File: src/rtl/control_fsm_decoder_pkg.sv
// Shared encodings for the multicycle controller: state enum, instruction
// field decodes and datapath select values.
package control_fsm_decoder_pkg;

    localparam int unsigned INSTR_W = 6;
    localparam int unsigned SEL_W   = 2;

    typedef enum logic [3:0] {
        FETCH,
        DECODE,
        EXEC,
        ALUWB,
        MEMADR,
        MEMRD,
        MEMWB,
        MEMWR,
        BRANCH,
        BRLINK
    } state_t;

    localparam logic [1:0] TYPE_DATA = 2'b00;
    localparam logic [1:0] TYPE_MEM  = 2'b01;
    localparam logic [1:0] TYPE_BR   = 2'b10;
    localparam logic [1:0] TYPE_ILL  = 2'b11;

    localparam logic [1:0] OP_ADD = 2'b00;
    localparam logic [1:0] OP_SUB = 2'b01;
    localparam logic [1:0] OP_AND = 2'b10;
    localparam logic [1:0] OP_CMP = 2'b11;

    localparam logic [1:0] ALU_ADD = 2'b00;
    localparam logic [1:0] ALU_SUB = 2'b01;
    localparam logic [1:0] ALU_AND = 2'b10;
    localparam logic [1:0] ALU_ORR = 2'b11;

    localparam logic [1:0] SRCB_REG = 2'b00;
    localparam logic [1:0] SRCB_IMM = 2'b01;
    localparam logic [1:0] SRCB_ONE = 2'b10;

    localparam logic [1:0] RES_ALUOUT = 2'b00;
    localparam logic [1:0] RES_RDATA  = 2'b01;
    localparam logic [1:0] RES_ALU    = 2'b10;

    localparam logic [1:0] FLAGW_ALL = 2'b11;
    localparam logic [1:0] FLAGW_NZ  = 2'b10;

    function automatic logic [1:0] instr_type(input logic [INSTR_W-1:0] instr);
        return instr[5:4];
    endfunction

endpackage

File: src/rtl/control_fsm_decoder_alu_op_decode.sv
// Data-op decode: opcode -> ALU function, flag-update mask and compare's
// write suppression. Ungated; the controller qualifies these by state.
module control_fsm_decoder_alu_op_decode
    import control_fsm_decoder_pkg::*;
(
    input  logic [1:0] i_opcode,
    output logic [1:0] o_alu_control,
    output logic [1:0] o_flag_w,
    output logic       o_no_write
);

    always_comb begin
        o_alu_control = ALU_ADD;
        o_flag_w      = FLAGW_ALL;
        o_no_write    = 1'b0;
        case (i_opcode)
            OP_ADD: o_alu_control = ALU_ADD;
            OP_SUB: o_alu_control = ALU_SUB;
            OP_AND: begin
                o_alu_control = ALU_AND;
                o_flag_w      = FLAGW_NZ;
            end
            OP_CMP: begin
                // compare is a subtract whose result is discarded
                o_alu_control = ALU_SUB;
                o_no_write    = 1'b1;
            end
            default: o_alu_control = ALU_ADD;
        endcase
    end

endmodule

File: src/rtl/control_fsm_decoder.sv
// Multicycle main controller: sequences fetch/decode/execute/memory/writeback
// and emits per-state control strobes. CONTROL_FSM_BL_EN adds branch-and-link.
module control_fsm_decoder
    import control_fsm_decoder_pkg::*;
(
    input  logic               clk,
    input  logic               reset,
    input  logic [INSTR_W-1:0] Instr,
    input  logic               MemReady,
    output logic               PCS,
    output logic               RegW,
    output logic               MemW,
    output logic               NoWrite,
    output logic [1:0]         FlagW,
    output logic               IRWrite,
    output logic               NextPC,
    output logic               AdrSrc,
    output logic               ALUSrcA,
    output logic [SEL_W-1:0]   ALUSrcB,
    output logic [SEL_W-1:0]   ResultSrc,
    output logic [1:0]         ALUControl,
    output logic               IllegalOp
`ifdef CONTROL_FSM_BL_EN
    ,
    output logic               LinkW
`endif
);

    state_t     r_state;
    state_t     w_next;
    logic [1:0] w_type;
    logic       w_imm;
    logic       w_is_load;
    logic [1:0] w_alu_control;
    logic [1:0] w_flag_w;
    logic       w_no_write;
    logic       w_unused;

    assign w_type    = instr_type(Instr);
    assign w_imm     = Instr[3];
    assign w_is_load = Instr[1];
    assign w_unused  = Instr[0];

    control_fsm_decoder_alu_op_decode u_alu_op_decode (
        .i_opcode      (Instr[2:1]),
        .o_alu_control (w_alu_control),
        .o_flag_w      (w_flag_w),
        .o_no_write    (w_no_write)
    );

    always_ff @(posedge clk) begin
        if (!reset) r_state <= FETCH;
        else        r_state <= w_next;
    end

    // next state and Moore outputs; strobes forced low while reset is held
    always_comb begin
        w_next     = r_state;
        PCS        = 1'b0;
        RegW       = 1'b0;
        MemW       = 1'b0;
        NoWrite    = 1'b0;
        FlagW      = 2'b00;
        IRWrite    = 1'b0;
        NextPC     = 1'b0;
        AdrSrc     = 1'b0;
        ALUSrcA    = 1'b0;
        ALUSrcB    = SRCB_REG;
        ResultSrc  = RES_ALUOUT;
        ALUControl = ALU_ADD;
        IllegalOp  = 1'b0;
`ifdef CONTROL_FSM_BL_EN
        LinkW      = 1'b0;
`endif
        case (r_state)
            FETCH: begin
                ALUSrcA   = 1'b1;
                ALUSrcB   = SRCB_ONE;
                ResultSrc = RES_ALU;
                IRWrite   = MemReady;
                NextPC    = MemReady;
                if (MemReady) w_next = DECODE;
            end
            DECODE: begin
                ALUSrcA   = 1'b1;
                ALUSrcB   = SRCB_ONE;
                ResultSrc = RES_ALU;
                case (w_type)
                    TYPE_DATA: w_next = EXEC;
                    TYPE_MEM:  w_next = MEMADR;
                    TYPE_BR:   w_next = BRANCH;
                    default: begin
                        IllegalOp = 1'b1;
                        w_next    = FETCH;
                    end
                endcase
            end
            EXEC: begin
                ALUSrcB    = w_imm ? SRCB_IMM : SRCB_REG;
                ALUControl = w_alu_control;
                FlagW      = w_flag_w;
                w_next     = ALUWB;
            end
            ALUWB: begin
                RegW    = 1'b1;
                NoWrite = w_no_write;
                w_next  = FETCH;
            end
            MEMADR: begin
                ALUSrcB = SRCB_IMM;
                w_next  = w_is_load ? MEMRD : MEMWR;
            end
            MEMRD: begin
                AdrSrc = 1'b1;
                if (MemReady) w_next = MEMWB;
            end
            MEMWB: begin
                RegW      = 1'b1;
                ResultSrc = RES_RDATA;
                w_next    = FETCH;
            end
            MEMWR: begin
                AdrSrc = 1'b1;
                MemW   = MemReady;
                if (MemReady) w_next = FETCH;
            end
            BRANCH: begin
                PCS       = 1'b1;
                ALUSrcA   = 1'b1;
                ALUSrcB   = SRCB_IMM;
                ResultSrc = RES_ALU;
`ifdef CONTROL_FSM_BL_EN
                w_next    = w_imm ? BRLINK : FETCH;
`else
                w_next    = FETCH;
`endif
            end
            BRLINK: begin
                RegW      = 1'b1;
                ResultSrc = RES_ALU;
                ALUSrcA   = 1'b1;
                ALUSrcB   = SRCB_ONE;
`ifdef CONTROL_FSM_BL_EN
                LinkW     = 1'b1;
`endif
                w_next    = FETCH;
            end
            default: w_next = FETCH;
        endcase
        if (!reset) begin
            PCS       = 1'b0;
            RegW      = 1'b0;
            MemW      = 1'b0;
            FlagW     = 2'b00;
            IRWrite   = 1'b0;
            NextPC    = 1'b0;
            IllegalOp = 1'b0;
`ifdef CONTROL_FSM_BL_EN
            LinkW     = 1'b0;
`endif
        end
    end

endmodule
File: config.mk
export PLATFORM = sky130hd
export DESIGN_NAME = control_fsm_decoder
export DESIGN_NICKNAME = d
export VERILOG_FILES = /design/src/rtl/control_fsm_decoder_pkg.sv /design/src/rtl/control_fsm_decoder_alu_op_decode.sv /design/src/rtl/control_fsm_decoder.sv
export SDC_FILE = /design/constraint.sdc
export NUM_CORES = 1
export LEC_CHECK = 0
export BUFFER_PORTS_ARGS = -buffer_cell sky130_fd_sc_hd__buf_2
export CAP_MARGIN = 5
export CORE_AREA = 4 4 41 43
export CTS_CLUSTER_DIAMETER = 120
export DETAILED_ROUTE_END_ITERATION = 7
export DIE_AREA = 0 0 45 47
export PLACE_DENSITY = 0.71
export SYNTH_ARGS = -nofsm -noshare
export SYNTH_HDL_FRONTEND = slang
export SYNTH_SLANG_ARGS = --single-unit
File: constraint.sdc
create_clock -name clk -period 1.8 [get_ports clk]
set_input_delay 0.45 -clock clk [delete_from_list [all_inputs] [get_ports clk]]
set_output_delay 0.45 -clock clk [all_outputs]
set_load 0.05 [all_outputs]
==> reports/qor.csv <==
stage;metric;value;unit
critical_path;RR Endpoint;r_state[1];
critical_path;stages on the worst setup path;6;
timing;Tightest Pin Transition;0.268;ns
die;full die area;2120;um2
global_route;routing usage on met2;28.2;%
final_layout;fraction of layout cells with a size suffix above 1;63.8;%
global_route;vias in the first global route;563;
status;run status;completed;
global_route;M1 GR Usage;16.1;%
placed_design;Post-Place Worst Slack;-0.00883;ns
critical_path;Worst Setup SP;r_state[2];
hold_path;Hold Path Class;in2reg;
final_layout;nets;105;
placed_design;PortBufs;24;
global_route;initial antenna violation count;0;
global_route;Most Crowded Layer GR;met2;
critical_path;Critical Path RT;1.35;ns
logic_synthesis;Synth Cell Area;422;um2
final_layout;commonest non-fill, non-tap cell in the layout;buf_2;
critical_path;CP top delay family;flip-flops;
cts;CTS tree;done;
cts;postcts setup bufs;0;
timing;# setup viols final;0;
global_route;Overflow after GRT;0;
final_layout;Biggest register;r_state;
cts;Clock Path Buffers;2;
final_layout;most frequent cells in the layout;15 x buf_2, 8 x buf_6, 8 x buf_4, 7 x nor2_1, 4 x clkbuf_4;
placed_design;GP Congestion;0.809;
die;Die Height;47;um
logic_synthesis;Post-synth EDFFs;0;
final_layout;diodes inserted;0;
job;max cap viols;0;
cts;Num CTS Buffers;3;
critical_path;CP startpoint kind;flop;
hold_path;Hold EP;r_state[3];
logic_synthesis;cell taking the most area after synthesis;dfxtp_1;
critical_path;CP max stage cell;dfxtp_4;
timing;setup TNS;0;ns
global_route;Tot GR Track Use;14.8;%
detailed_routing;Antenna Nets Post-Route;0;
logic_synthesis;top-area cell type share of the netlist area;19.0;%
critical_path;slowest stage delay, CP;0.36;ns
die;I/O pins;26;
logic_synthesis;Post-synth ARST share;0;%
logic_synthesis;sequential-to-total area share from yosys stat;19.0;%
cts;Worst-Skew Late Latency;0.23;ns
logic_synthesis;Post-Synth XOR/XNOR Area;0;%
cts;Clock Sink Count;4;
die;Starting Density;32.4;%
timing;final worst setup slack;0.00717;ns
cts;clk slew on worst S/H paths;0.04;ns
final_layout;FILL cells;124;
logic_synthesis;post-synthesis mux area share;0;%
final_layout;Area Growth Syn to Fin;91.1;%
logic_synthesis;Synth Flop Type;dfxtp_1;
detailed_routing;post-DR wirelength/cell;14.1;um
die;die width;45;um
final_layout;largest registers;r_state: 4 flops;
timing;Slew headroom;82.0;%
logic_synthesis;largest family of logic cells by synthesized area;simple AND/OR/NAND/NOR gates;
logic_synthesis;simple-gate portion of the synthesized area;44.8;%
final_layout;Final Core Density;61.9;%
logic_synthesis;Post-Synth Adder-Cell Area;0;%
critical_path;critical path arrival;1.34;ns
logic_synthesis;Compound-Gate Fraction of Synth Area;24.0;%
cts;Root Driver;clkbuf_4;
timing;Setup Skew;0.00111;ns
hold_path;Worst Min Path Start;Instr[4];
timing;f_max;0.558;GHz
detailed_routing;Routed Wire Length;1540;um
critical_path;reg2reg path depth;5;
timing;Final Hold Viols;0;
hold_path;Hold Crit Depth;2;
logic_synthesis;post-synthesis register bit count;4;
placed_design;Post-DP HPWL;1110;um
detailed_routing;1st-pass router iterations;4;
die;Row Count;13;
critical_path;CP Buf/Inv Count;2;
pwr;Tot Pwr;338;uW
pwr;Leak;0.355;nW
cts;hold buffers post-CTS;0;
global_route;first-pass GRT wire length;2330;um
timing;Slew Limit Fails;0;
detailed_routing;Via density;5.35;
detailed_routing;detailed-route via count;583;
logic_synthesis;Synth Warn #;0;
pwr;Max VDD drop;313;uV
critical_path;kind of critical path;reg2out;
global_route;largest net degree at the start of global routing;16;
logic_synthesis;Unique masters post-synth;30;
logic_synthesis;largest cells by area after synthesis;dfxtp_1 19%, nor2_1 11%, nor4_1 5.9%;
critical_path;CP Capture Type;primary output;
timing;Tcrit/Tclk final;99.6;%
global_route;GRT met3 Usage;1.15;%
logic_synthesis;Post-Syn Instances;66;
cts;H-tree depth;1;
timing;unrepaired setup endpoints after global routing;true;
die;Core ar.;1300;um2
detailed_routing;residual DRC count;0;
critical_path;worst r2r src;r_state[0];
critical_path;reg2reg setup slack;0.48;ns
critical_path;crit-path cells;buf_6 > nand3b_1 > o21ai_1 > o21ai_1 > nor2_1 > buf_6;
final_layout;Largest register FFs;4;
detailed_routing;1st-iter DRT viols;7;
critical_path;CP max FO;6;
logic_synthesis;Syn Nets;75;
logic_synthesis;Avg Cell Area, Syn;6.39;um2
pwr;pwr/cell area;419;nW/um2
timing;Tmin final;1.79;ns
[routing by layer]
layer	wire (um)	part of all wire, %	vias to the layer above
li1	-	-	296
met1	612	40	274
met2	860	56	13
met3	66	4.3	0
met4	0	0	0
met5	0	0	-
[synthesized netlist by cell type, types with 2 or more instances]
cell type and count:
nor2_1 12, dfxtp_1 4, nor3_1 4, nor4_1 4, o21ai_0 4, clkbuf_1 3
inv_1 3, nand2_1 3, nor2b_1 3, a21boi_0 2, a21oi_1 2, and3_1 2
buf_4 2, nand2b_1 2
[power breakdown]
part | switching, mW | leakage [nW] | internal (mW) | total [mW]
logic | 0.0869 | 0.306 | 0.0486 | 0.135
registers | 0.00632 | 0.0352 | 0.0900 | 0.0964
clock network | 0.0316 | 0.0138 | 0.0742 | 0.106
total | 0.125 | 0.355 | 0.213 | 0.338
[kinds of logic after synthesis]
| group | count (synthesis) |
|---|---|
| compound gates | 15 |
| buf+inv | 11 |
| flops | 4 |
| simple gates | 36 |
[worst max path at each step]
stage                 endpoint  slack (ns)
global placement          RegW        0.04
CTS                       RegW       0.005
global route        ALUSrcB[0]       -0.05
detailed placement        RegW      -0.009
finish              ALUSrcB[0]       0.007
floorplan               NextPC       -0.19
[area by class of cell]
cell class | instances | area (um2) | share of cell area [%]
tap | 15 | 18.8 | 2.33
timing repair buffer | 32 | 233 | 28.9
clock buffer | 3 | 22.5 | 2.80
inverter | 4 | 15.0 | 1.86
multi-input combinational | 51 | 424 | 52.6
sequential | 4 | 92.6 | 11.5
[worst register-to-register path, cell delays in order, from the launching register on]
cell and delay (ns):
dfxtp_4 0.38, nand2_1 0.17, buf_4 0.20, nor3_1 0.22, a221oi_1 0.13, a21oi_1 0.15
[what timing repair did]
| action | 4_1_cts | 5_1_grt |
|---|---|---|
| gates cloned | 0 | 1 |
| resized for setup | 18 | 21 |
| setup endpoints to repair | 11 | 13 |
| pin swaps | 0 | 4 |
[stage by stage]
| stage | hold WS [ns] | std cells | area [um2] |
|---|---|---|---|
| after floorplan | 0.522 | 66 | 538 |
| after global placement | 0.657 | 105 | 676 |
| after detailed placement | 0.649 | 105 | 676 |
| after CTS | 0.397 | 108 | 748 |
| after global routing | 0.411 | 109 | 806 |
| final | 0.406 | 109 | 806 |
Power figures use the tool's default switching activity.
